<file path="src/rtl/piccolo_inv_diffusion.sv">
// piccolo_inv_diffusion: sequential inverse Piccolo diffusion, Q = circ(E,B,D,9) * A over GF(2^4), one row per cycle.
// Optional PICCOLO_INVDIFF_SELFCHECK_EN adds chk_err, re-applying the forward matrix to each result.
module piccolo_inv_diffusion #(
  parameter logic [3:0] MOD_POLY = 4'h3
) (
  input  logic        clk,
  input  logic        rst_n,
  input  logic        in_valid,
  output logic        in_ready,
  input  logic [15:0] in_data,
  output logic        out_valid,
  input  logic        out_ready,
  output logic [15:0] out_data
`ifdef PICCOLO_INVDIFF_SELFCHECK_EN
  ,
  output logic        chk_err
`endif
);
  typedef enum logic [1:0] {IDLE, CALC, DONE} state_t;
  localparam logic [15:0] INV_ROW = 16'hEBD9;
  function automatic logic [3:0] gf_mul(input logic [3:0] a, input logic [3:0] b);
    logic [6:0] p;
    p = '0;
    for (int i = 0; i < 4; i++) if (b[i]) p = p ^ (7'(a) << i);
    for (int i = 6; i >= 4; i--) if (p[i]) p = p ^ (7'({1'b1, MOD_POLY}) << (i - 4));
    return p[3:0];
  endfunction
  // Row r of a circulant whose first row is c: coefficient for column j is c[(j-r) mod 4].
  function automatic logic [3:0] row_mix(input logic [15:0] c, input logic [15:0] a, input logic [1:0] r);
    logic [3:0] acc;
    logic [1:0] k;
    acc = '0;
    for (int j = 0; j < 4; j++) begin
      k = 2'(j) - r;
      acc = acc ^ gf_mul(c[15-4*k -: 4], a[15-4*j -: 4]);
    end
    return acc;
  endfunction
  state_t      state_q;
  logic [1:0]  row_q;
  logic [15:0] lat_q, out_q, out_d;
  logic        out_valid_q, in_ready_q;
  always_comb begin
    out_d = out_q;
    out_d[15-4*row_q -: 4] = row_mix(INV_ROW, lat_q, row_q);
  end
`ifdef PICCOLO_INVDIFF_SELFCHECK_EN
  localparam logic [15:0] FWD_ROW = 16'h2311;
  logic [15:0] fwd;
  logic        chk_err_q;
  always_comb begin
    fwd = '0;
    for (int r = 0; r < 4; r++) fwd[15-4*r -: 4] = row_mix(FWD_ROW, out_d, 2'(r));
  end
  always_ff @(posedge clk or negedge rst_n) begin
    if (!rst_n) chk_err_q <= 1'b0;
    else if (state_q == CALC && row_q == 2'd3) chk_err_q <= fwd != lat_q;
    else if (state_q == DONE && out_ready) chk_err_q <= 1'b0;
  end
  assign chk_err = chk_err_q;
`endif
  always_ff @(posedge clk or negedge rst_n) begin
    if (!rst_n) begin
      state_q     <= IDLE;
      row_q       <= 2'd0;
      lat_q       <= 16'h0000;
      out_q       <= 16'h0000;
      out_valid_q <= 1'b0;
      in_ready_q  <= 1'b1;
    end else begin
      case (state_q)
        IDLE: if (in_valid && in_ready_q) begin
          lat_q      <= in_data;
          row_q      <= 2'd0;
          in_ready_q <= 1'b0;
          state_q    <= CALC;
        end
        CALC: begin
          out_q <= out_d;
          row_q <= row_q + 2'd1;
          if (row_q == 2'd3) begin
            state_q     <= DONE;
            out_valid_q <= 1'b1;
          end
        end
        DONE: if (out_ready) begin
          out_valid_q <= 1'b0;
          in_ready_q  <= 1'b1;
          state_q     <= IDLE;
        end
        default: state_q <= IDLE;
      endcase
    end
  end
  assign in_ready  = in_ready_q;
  assign out_valid = out_valid_q;
  assign out_data  = out_q;
endmodule

</file>
<file path="config.mk">
export PLATFORM = sky130hd
export DESIGN_NAME = piccolo_inv_diffusion
export DESIGN_NICKNAME = d
export VERILOG_FILES = /design/src/rtl/piccolo_inv_diffusion.sv
export SDC_FILE = /design/constraint.sdc
export NUM_CORES = 1
export LEC_CHECK = 0
export CAP_MARGIN = 20
export CORE_MARGIN = 2
export CORE_UTILIZATION = 30
export DETAILED_ROUTE_END_ITERATION = 8
export GPL_TIMING_DRIVEN = 0
export SLEW_MARGIN = 20
export SYNTH_ARGS = -nofsm -noshare
export SYNTH_HDL_FRONTEND = slang
export SYNTH_SLANG_ARGS = --single-unit
</file>
<file path="constraint.sdc">
create_clock -name clk -period 4.6 [get_ports clk]
set_input_delay 1.38 -clock clk [delete_from_list [all_inputs] [get_ports clk]]
set_output_delay 1.38 -clock clk [all_outputs]
set_load 0.01 [all_outputs]
</file>
# ---- After elaboration in Yosys (flattened, before gate mapping)
# Index checks and enable logic that the tools add are counted.
dict set report op_classes {
  n_addsub 11
  eq_ne 6
  shifts 6
  mux 41
  bitwise 27
  reduce_logical 10
}
# op n
set ops {}
lappend ops {{19-bit by 33-bit variable part select with 4-bit output, first input constant} 4}
lappend ops {{7-bit two-way mux} 12}
lappend ops {{32-bit negator with 34-bit output} 1}
lappend ops {{4-bit by 34-bit variable shift with 19-bit output, first input constant} 1}
lappend ops {{4-bit by 34-bit variable part select with 19-bit output} 1}
lappend ops {{4-bit two-way mux} 8}
lappend ops {{7-bit by 6-bit XOR with 7-bit output} 4}
lappend ops {{7-bit XOR} 4}
lappend ops {{4-bit by 4-bit subtractor with 5-bit output, first input constant} 5}
lappend ops {{2-bit NOT} 12}
lappend ops {{16-bit bitwise mux} 1}
lappend ops {{2-bit two-way mux} 8}
lappend ops {{7-bit by 5-bit XOR with 7-bit output} 2}
lappend ops {{3-bit two-way mux} 4}
lappend ops {{4-bit XOR} 3}
lappend ops {{4-bit by 5-bit XOR with 5-bit output} 2}
lappend ops {{3-bit AND reduction} 3}
lappend ops {{2-bit inequality test, second input constant} 3}
lappend ops {{2-bit one-hot mux with 3 select lines} 1}
lappend ops {{2-bit nonzero test} 3}
lappend ops {{2-bit == test, second input constant} 2}
lappend ops {{1-bit two-way mux} 4}
lappend ops {{1-bit one-hot mux with 2 select lines} 2}
lappend ops {{2-bit one-hot mux with 2 select lines} 1}
lappend ops {{other kinds (7)} 10}
dict set report totals {
  register_bits 38
  output_inout_bits 18
}

# ---- Longest topological paths before layout
# Gate-level depths: netlist (run 1).
dict set report depth {
  ltp_word 21
  depth_mapped 10
}

# ---- Worst setup path before layout (run 1)
# Ideal clock, no wire load.
dict set report synth_path {
  path_type {input port to flip-flop}
  startpoint {input port in_valid}
  endpoint {register lat_q[10]}
  setup_ns 0.125
  arrival_time_ns 2.512
  required_ns 4.475
  path_slack_ns 1.964
  cell_stages 4
  path_cell_list {nand2_1 -> nor3b_2 -> buf_2 -> mux2_2}
}
dict set report synth_between {
  elab_chain_cells 2
}
# item line_no
set synth_rtl {}
lappend synth_rtl {{start: declaration} 8} ;# input logic in_valid,
lappend synth_rtl {{1-bit logical AND} 72} ;# IDLE: if (in_valid && in_ready_q) begin
lappend synth_rtl {{2-bit AND reduction (no source line)} -}
lappend synth_rtl {{end signal: assignment} 73} ;# lat_q <= in_data;
lappend synth_rtl {{end: declaration} 41} ;# logic [15:0] lat_q, out_q, out_d;
# No other way between the ends.
# A chain may end at the register's enable or synchronous reset.

# ---- Worst setup path after layout (run 1)
dict set report layout_path {
  startpoint {input port in_valid}
  endpoint {register lat_q[15]}
}
# The elaborated chain is that of the path after synthesis.

==> results of run 1 <==
[area by class of cell]
type,instances,share of cell area (%)
clock buffers,5,2.353
well taps,99,4.236
repair buffers,38,13.44
flip-flops and latches,38,32.56
multi-input cells,154,43.52
plain buffers,5,1.027
inverters,4,0.5135
clock inverters,3,2.353
[placed cells by master (no fill, tap or decap), types with 2 or more instances in the layout]
cell type / netlist / final
xnor2_1: 40 / 40
dfrtp_1: 37 / 37
clkdlybuf4s50_1: 0 / 36
nand2_1: 16 / 16
a22o_1: 16 / 16
mux2_2: 16 / 16
mux2i_1: 11 / 11
ha_1: 10 / 10
nor2b_1: 9 / 9
nand2b_1: 7 / 7
nor2_1: 6 / 6
xor2_1: 6 / 6
a21oi_1: 5 / 5
clkbuf_8: 0 / 5
buf_2: 3 / 4
nor3_1: 4 / 4
inv_1: 3 / 3
o31ai_1: 3 / 3
bufinv_16: 0 / 2
[worst max-delay path, delay by kind of cell]
family	cells	cell delay, ps
buf+inv	2	880
simple gates	2	680
mux	1	370
[final timing paths]
check / endpoint / slack (ps) / cells past startpoint / start
worst max-delay path: lat_q[15] / 1460 / 5 / in_valid
worst min-delay path: state_q[1] / 490 / 1 / state_q[0]
worst max register to register: out_data[1] / 1750 / 10 / row_q[0]
worst min register to register: state_q[1] / 490 / 1 / state_q[0]
max in group asynchronous: in_ready / 3090 / 2 / rst_n
min in group asynchronous: lat_q[0] / 1000 / 1 / rst_n
[flip-flops by register name, summed over array words and instances (netlist names)]
name,count
lat_q,16
out_data,16
row_q,2
state_q,2
in_ready,1
out_valid,1
[layer usage]
metal | GRT usage (%) | wire [um]
met1 | 16.44 | 2387
met2 | 19.88 | 2262
met3 | 3.237 | 185
met4 | 3.409 | 44
met5 | 0 | 0
[metrics by stage]
stage | instance area (sq um) | hold slack [ps] | cells
2_1_floorplan | 2270 | 451.7 | 201
5_1_grt | 2924 | 508.5 | 346
6_report | 2924 | 493.3 | 346
3_3_place_gp | 2764 | 467.8 | 337
3_5_place_dp | 2786 | 482.9 | 338
4_1_cts | 2924 | 494.4 | 346
[cell families after synthesis]
| group | after synthesis | synth area share, % |
|---|---|---|
| fa+ha+maj | 10 | 5.513 |
| buf+inv | 9 | 1.984 |
| mux | 27 | 12.79 |
| xor+xnor | 48 | 19.46 |
| compound gates | 25 | 8.544 |
| simple gates | 44 | 9.757 |
| flops | 38 | 41.95 |
==> reports/metrics.cfg, run 1 <==
[worst_setup_path]
cp_max_fo=10
crit_required_ps=4790
critPathLaunchType=primary input
crit_chain=clkdlybuf4s50_1 > nand2_1 > nor3b_2 > buf_2 > mux2_2
critical-path-slowest-cell=nor3b_2
slowest_delay_ps=600
criticalPathCategory=primary input to flop
worst-endpoint-arrival_ps=3320
cp-end-kind=flop

[floorplan]
die_x_um=90.98
start_util_pct=31.13
ioPinCount=38
std_cell_rows=31
dieArea_sq_um=8277
core_sq_um=7292
die_h_um=90.98

[synthesis]
synth_nets=231
ys_types=25
async_reset_ff_share_pct=100.0
ys_seq_area_share_pct=41.95
netlist.area_leader.share_pct=40.79
synth_top_cells_by_area=dfrtp_1 (41%), xnor2_1 (15%), mux2_2 (7.9%), a22o_1 (6.2%), ha_1 (5.5%)
synth_edf_count=0
syn_avg_cell_area_sq_um=11.29
synthCells=201
yosysTopAreaCell=dfrtp_1
synth_area_sq_um=2270
synth_common_cells=xnor2_1 (40), dfrtp_1 (37), a22o_1 (16), mux2_2 (16), nand2_1 (16)
yosysMostFrequentCell=xnor2_1
synth-main-ff-cell=dfrtp_1
yosys_warnings=0
yosys_register_bits=38

[finish]
final_util_pct=40.10
area_delta_synth_final_pct=28.83
diodes=0
final_net_count=276
drive_gt1_share_pct=13.77
multi_input_area_sq_um=1272
seq_area_sq_um=952.2
n_fill_cell=756

[clock_tree]
h-tree-depth=2
root_buffer=clkbuf_8
cts_tree=done
clkTransAtPathRegs_ps=90
clk_path_buf_depth=2
cts_setup_buffers=0
numCtsBuffers=5
clock_latency_ps=300
cts_hold_buf=0
ctsResizeCount=0
cts_sinks=38

[global_route]
track_usage_pct=12.36
grt_pass1_vias=1538
grt_max_degree=25
grt_overflow=0
antenna_found_initial=0
grt_pass1_wl_um=8066

[timing]
fin_crit_sh_pct=68.16
finalSetupViolCount=0
setup_tns_ps=0
rsz0062_at_grt=no
setup_slack_ps=1465
skew_ps=8.113
fin_crit_ps=3135
maxSlewHeadroom_pct=53.84
max_freq_mhz=319.0
worstMarginPinSlew_ps=689.4
hold_viol_final=0
drv_slew=0

[detailed_routing]
vias=1563
wl_per_cell_um=14.10
dr.pass1.iters=4
ant_nets=0
remaining_drc_errors=0
wirelength_um=4879
viasPerCell=4.517
drtIter0Drc=63

[place]
pre_cts_ws_ps=1120
hpwl_um=3642
gp_congestion=0.7777
io_buffers=37

[flow_run]
cap_violations=0

[outcome]
outcome=finished clean

[hold_path]
hold_path.class=flop to flop

Power of run 1 is not shown: default switching activity piles up to over one toggle a cycle in this logic, so the estimate is an artifact.
==> run 2, diff against run 1 <==
- clock period: 4.6 -> 2.9 ns (I/O delays scaled with it)
==> run 2 against run 1 <==
  * Sequential share of layout area is essentially flat
  * Non-clock buffer count did not move
  * Die area stayed put
  * First-iteration DRC count increased by 9.5%
  * Worst hold slack got worse by 7.9 ps
  * Cell area grew 0.26%
  * Critical path type is now flop to flop
  * Critical endpoint is now out_data[1]
==> reports/metrics.cfg, run 2 (synthesis results as in run 1) <==
[outcome]
outcome=finished clean

[worst_setup_path]
crit_required_ps=3090  ; -1700 ps
criticalPathCategory=flop to flop
critPathLaunchType=flop
cp-end-kind=flop
regToRegSetupSlack_ps=180  ; -1570 ps
cp_max_fo=9  ; -1
worst-endpoint-arrival_ps=2910  ; -410 ps

[finish]
most-common-layout-cells=xnor2_1 (40), clkdlybuf4s50_1 (36), dfrtp_1 (36)
diodes=0  ; unchanged
drive_gt1_share_pct=14.57  ; +0.81 points
final_net_count=276  ; unchanged
fin_area_sq_um=2932  ; +0.26%
final_common_cell=xnor2_1
area_delta_synth_final_pct=29.16

[detailed_routing]
remaining_drc_errors=0  ; unchanged
dr.pass1.iters=4  ; unchanged
vias=1565  ; +0.13%
ant_nets=0  ; unchanged
viasPerCell=4.523  ; +0.13%
drtIter0Drc=69  ; +9.5%
wirelength_um=4900  ; +0.43%
wl_per_cell_um=14.16  ; +0.43%

[timing]
drv_slew=0  ; unchanged
fin_crit_sh_pct=93.84
fin_crit_ps=2721
rsz0062_at_grt=no
worstMarginPinSlew_ps=684.8  ; -4.558 ps
maxSlewHeadroom_pct=54.15  ; +0.31 points
hold_viol_final=0  ; unchanged
max_freq_mhz=367.5
setup_slack_ps=178.7  ; -1286 ps
finalSetupViolCount=0  ; unchanged
skew_ps=7.529  ; -0.5836 ps

[flow_run]
cap_violations=0  ; unchanged

[clock_tree]
cts_sinks=38  ; unchanged
clk_path_buf_depth=2  ; unchanged
clock_latency_ps=300  ; about the same
cts_tree=done
cts_setup_buffers=0  ; unchanged
root_buffer=clkbuf_8
cts_hold_buf=0  ; unchanged
h-tree-depth=2  ; unchanged
clkTransAtPathRegs_ps=90  ; about the same
numCtsBuffers=5  ; unchanged

[global_route]
track_usage_pct=12.36  ; unchanged
grt_pass1_vias=1538  ; unchanged
antenna_found_initial=0  ; unchanged
grt_pass1_wl_um=8066  ; unchanged
grt_overflow=0  ; unchanged
grt_max_degree=25  ; unchanged

[floorplan]
dieArea_sq_um=8277  ; unchanged
start_util_pct=31.13  ; unchanged
die_h_um=90.98  ; unchanged
core_sq_um=7292  ; unchanged
die_x_um=90.98  ; unchanged
std_cell_rows=31  ; unchanged
ioPinCount=38  ; unchanged

[place]
placement.cell_area_sq_um=2786  ; unchanged
gp_congestion=0.7777  ; unchanged
io_buffers=37  ; unchanged
hpwl_um=3642  ; unchanged
pre_cts_ws_ps=-69.99  ; -1190 ps

[hold_path]
hold_path.class=primary input to async pin

## run 2: cell types whose count changed in the layout (fill, tap and decap cells not counted)
cell | before | now
xnor3_2 | 0 | 1
dfrtp_2 | 0 | 1
dfrtp_1 | 37 | 36
xnor3_1 | 1 | 0
clkbuf_4 | 0 | 2
buf_2 | 4 | 2
## run 2: final cells by class
cell class | instances | area [sq um]
multi-input cells | 154 | 1274
plain buffers | 5 | 35.03
repair buffers | 38 | 392.9
inverters | 4 | 15.01
flip-flops and latches | 38 | 953.4
fillers | 758 | 4360
clock inverters | 3 | 68.82
well taps | 99 | 123.9
clock buffers | 5 | 68.82
## run 2: timing repair
| item | 4_1_cts | 5_1_grt |
|---|---|---|
| gates resized for setup | 0 | 4 |
| hold endpoints to repair | 0 | 0 |
| endpoints found under the setup margin | 0 | 15 |
## run 2: layer usage
| layer | vias to the layer above | global-route usage (%) | wire length, um |
|---|---|---|---|
| met2 | 33 | 19.88 | 2263 |
| met3 | 5 | 3.237 | 194 |
| li1 | 779 | - | - |
| met4 | 0 | 3.409 | 46 |
| met5 | - | 0 | 0 |
| met1 | 748 | 16.44 | 2396 |
## run 2: final timing paths
kind | startpoint | endpoint | cells past startpoint
setup reg to reg | row_q[0] | out_data[1] | 10
hold / removal | rst_n | lat_q[0] | 1
hold reg to reg | state_q[0] | state_q[1] | 1
min in group clk | state_q[0] | state_q[1] | 1
max in group asynchronous | rst_n | in_ready | 2
setup / recovery | row_q[0] | out_data[1] | 10
## run 2: stage by stage
step | instances | hold slack (ps) | setup TNS [ps] | utilization (%)
after detailed placement | 338 | 482.9 | -608.3 | 38.21
after floorplan | 201 | 451.7 | 0 | -
final | 346 | 485.5 | 0 | 40.20
after CTS | 346 | 489.4 | 0 | 40.10
after global placement | 337 | 467.8 | -440.8 | 37.90
after global routing | 346 | 504.8 | 0 | 40.20
## run 2: critical path: stages, from the launching register on
cell	delay [ps]
dfrtp_2	440
clkbuf_4	250
inv_2	130
ha_1	320
buf_6	130
mux2i_1	220
xnor2_1	110
xnor2_1	260
xnor2_2	180
xnor3_2	340
a22o_1	230
Power of run 2 is left out for the same reason.
==> run 3, diff against run 2 <==
- ABC_CLOCK_PERIOD_IN_PS: not set -> 2900
- CAP_MARGIN: 20 -> not set
==> results of run 3 <==
Same layout as run 2: the final DEF is identical, and so are final timing and power.
Power of run 3 is left out for the same reason.
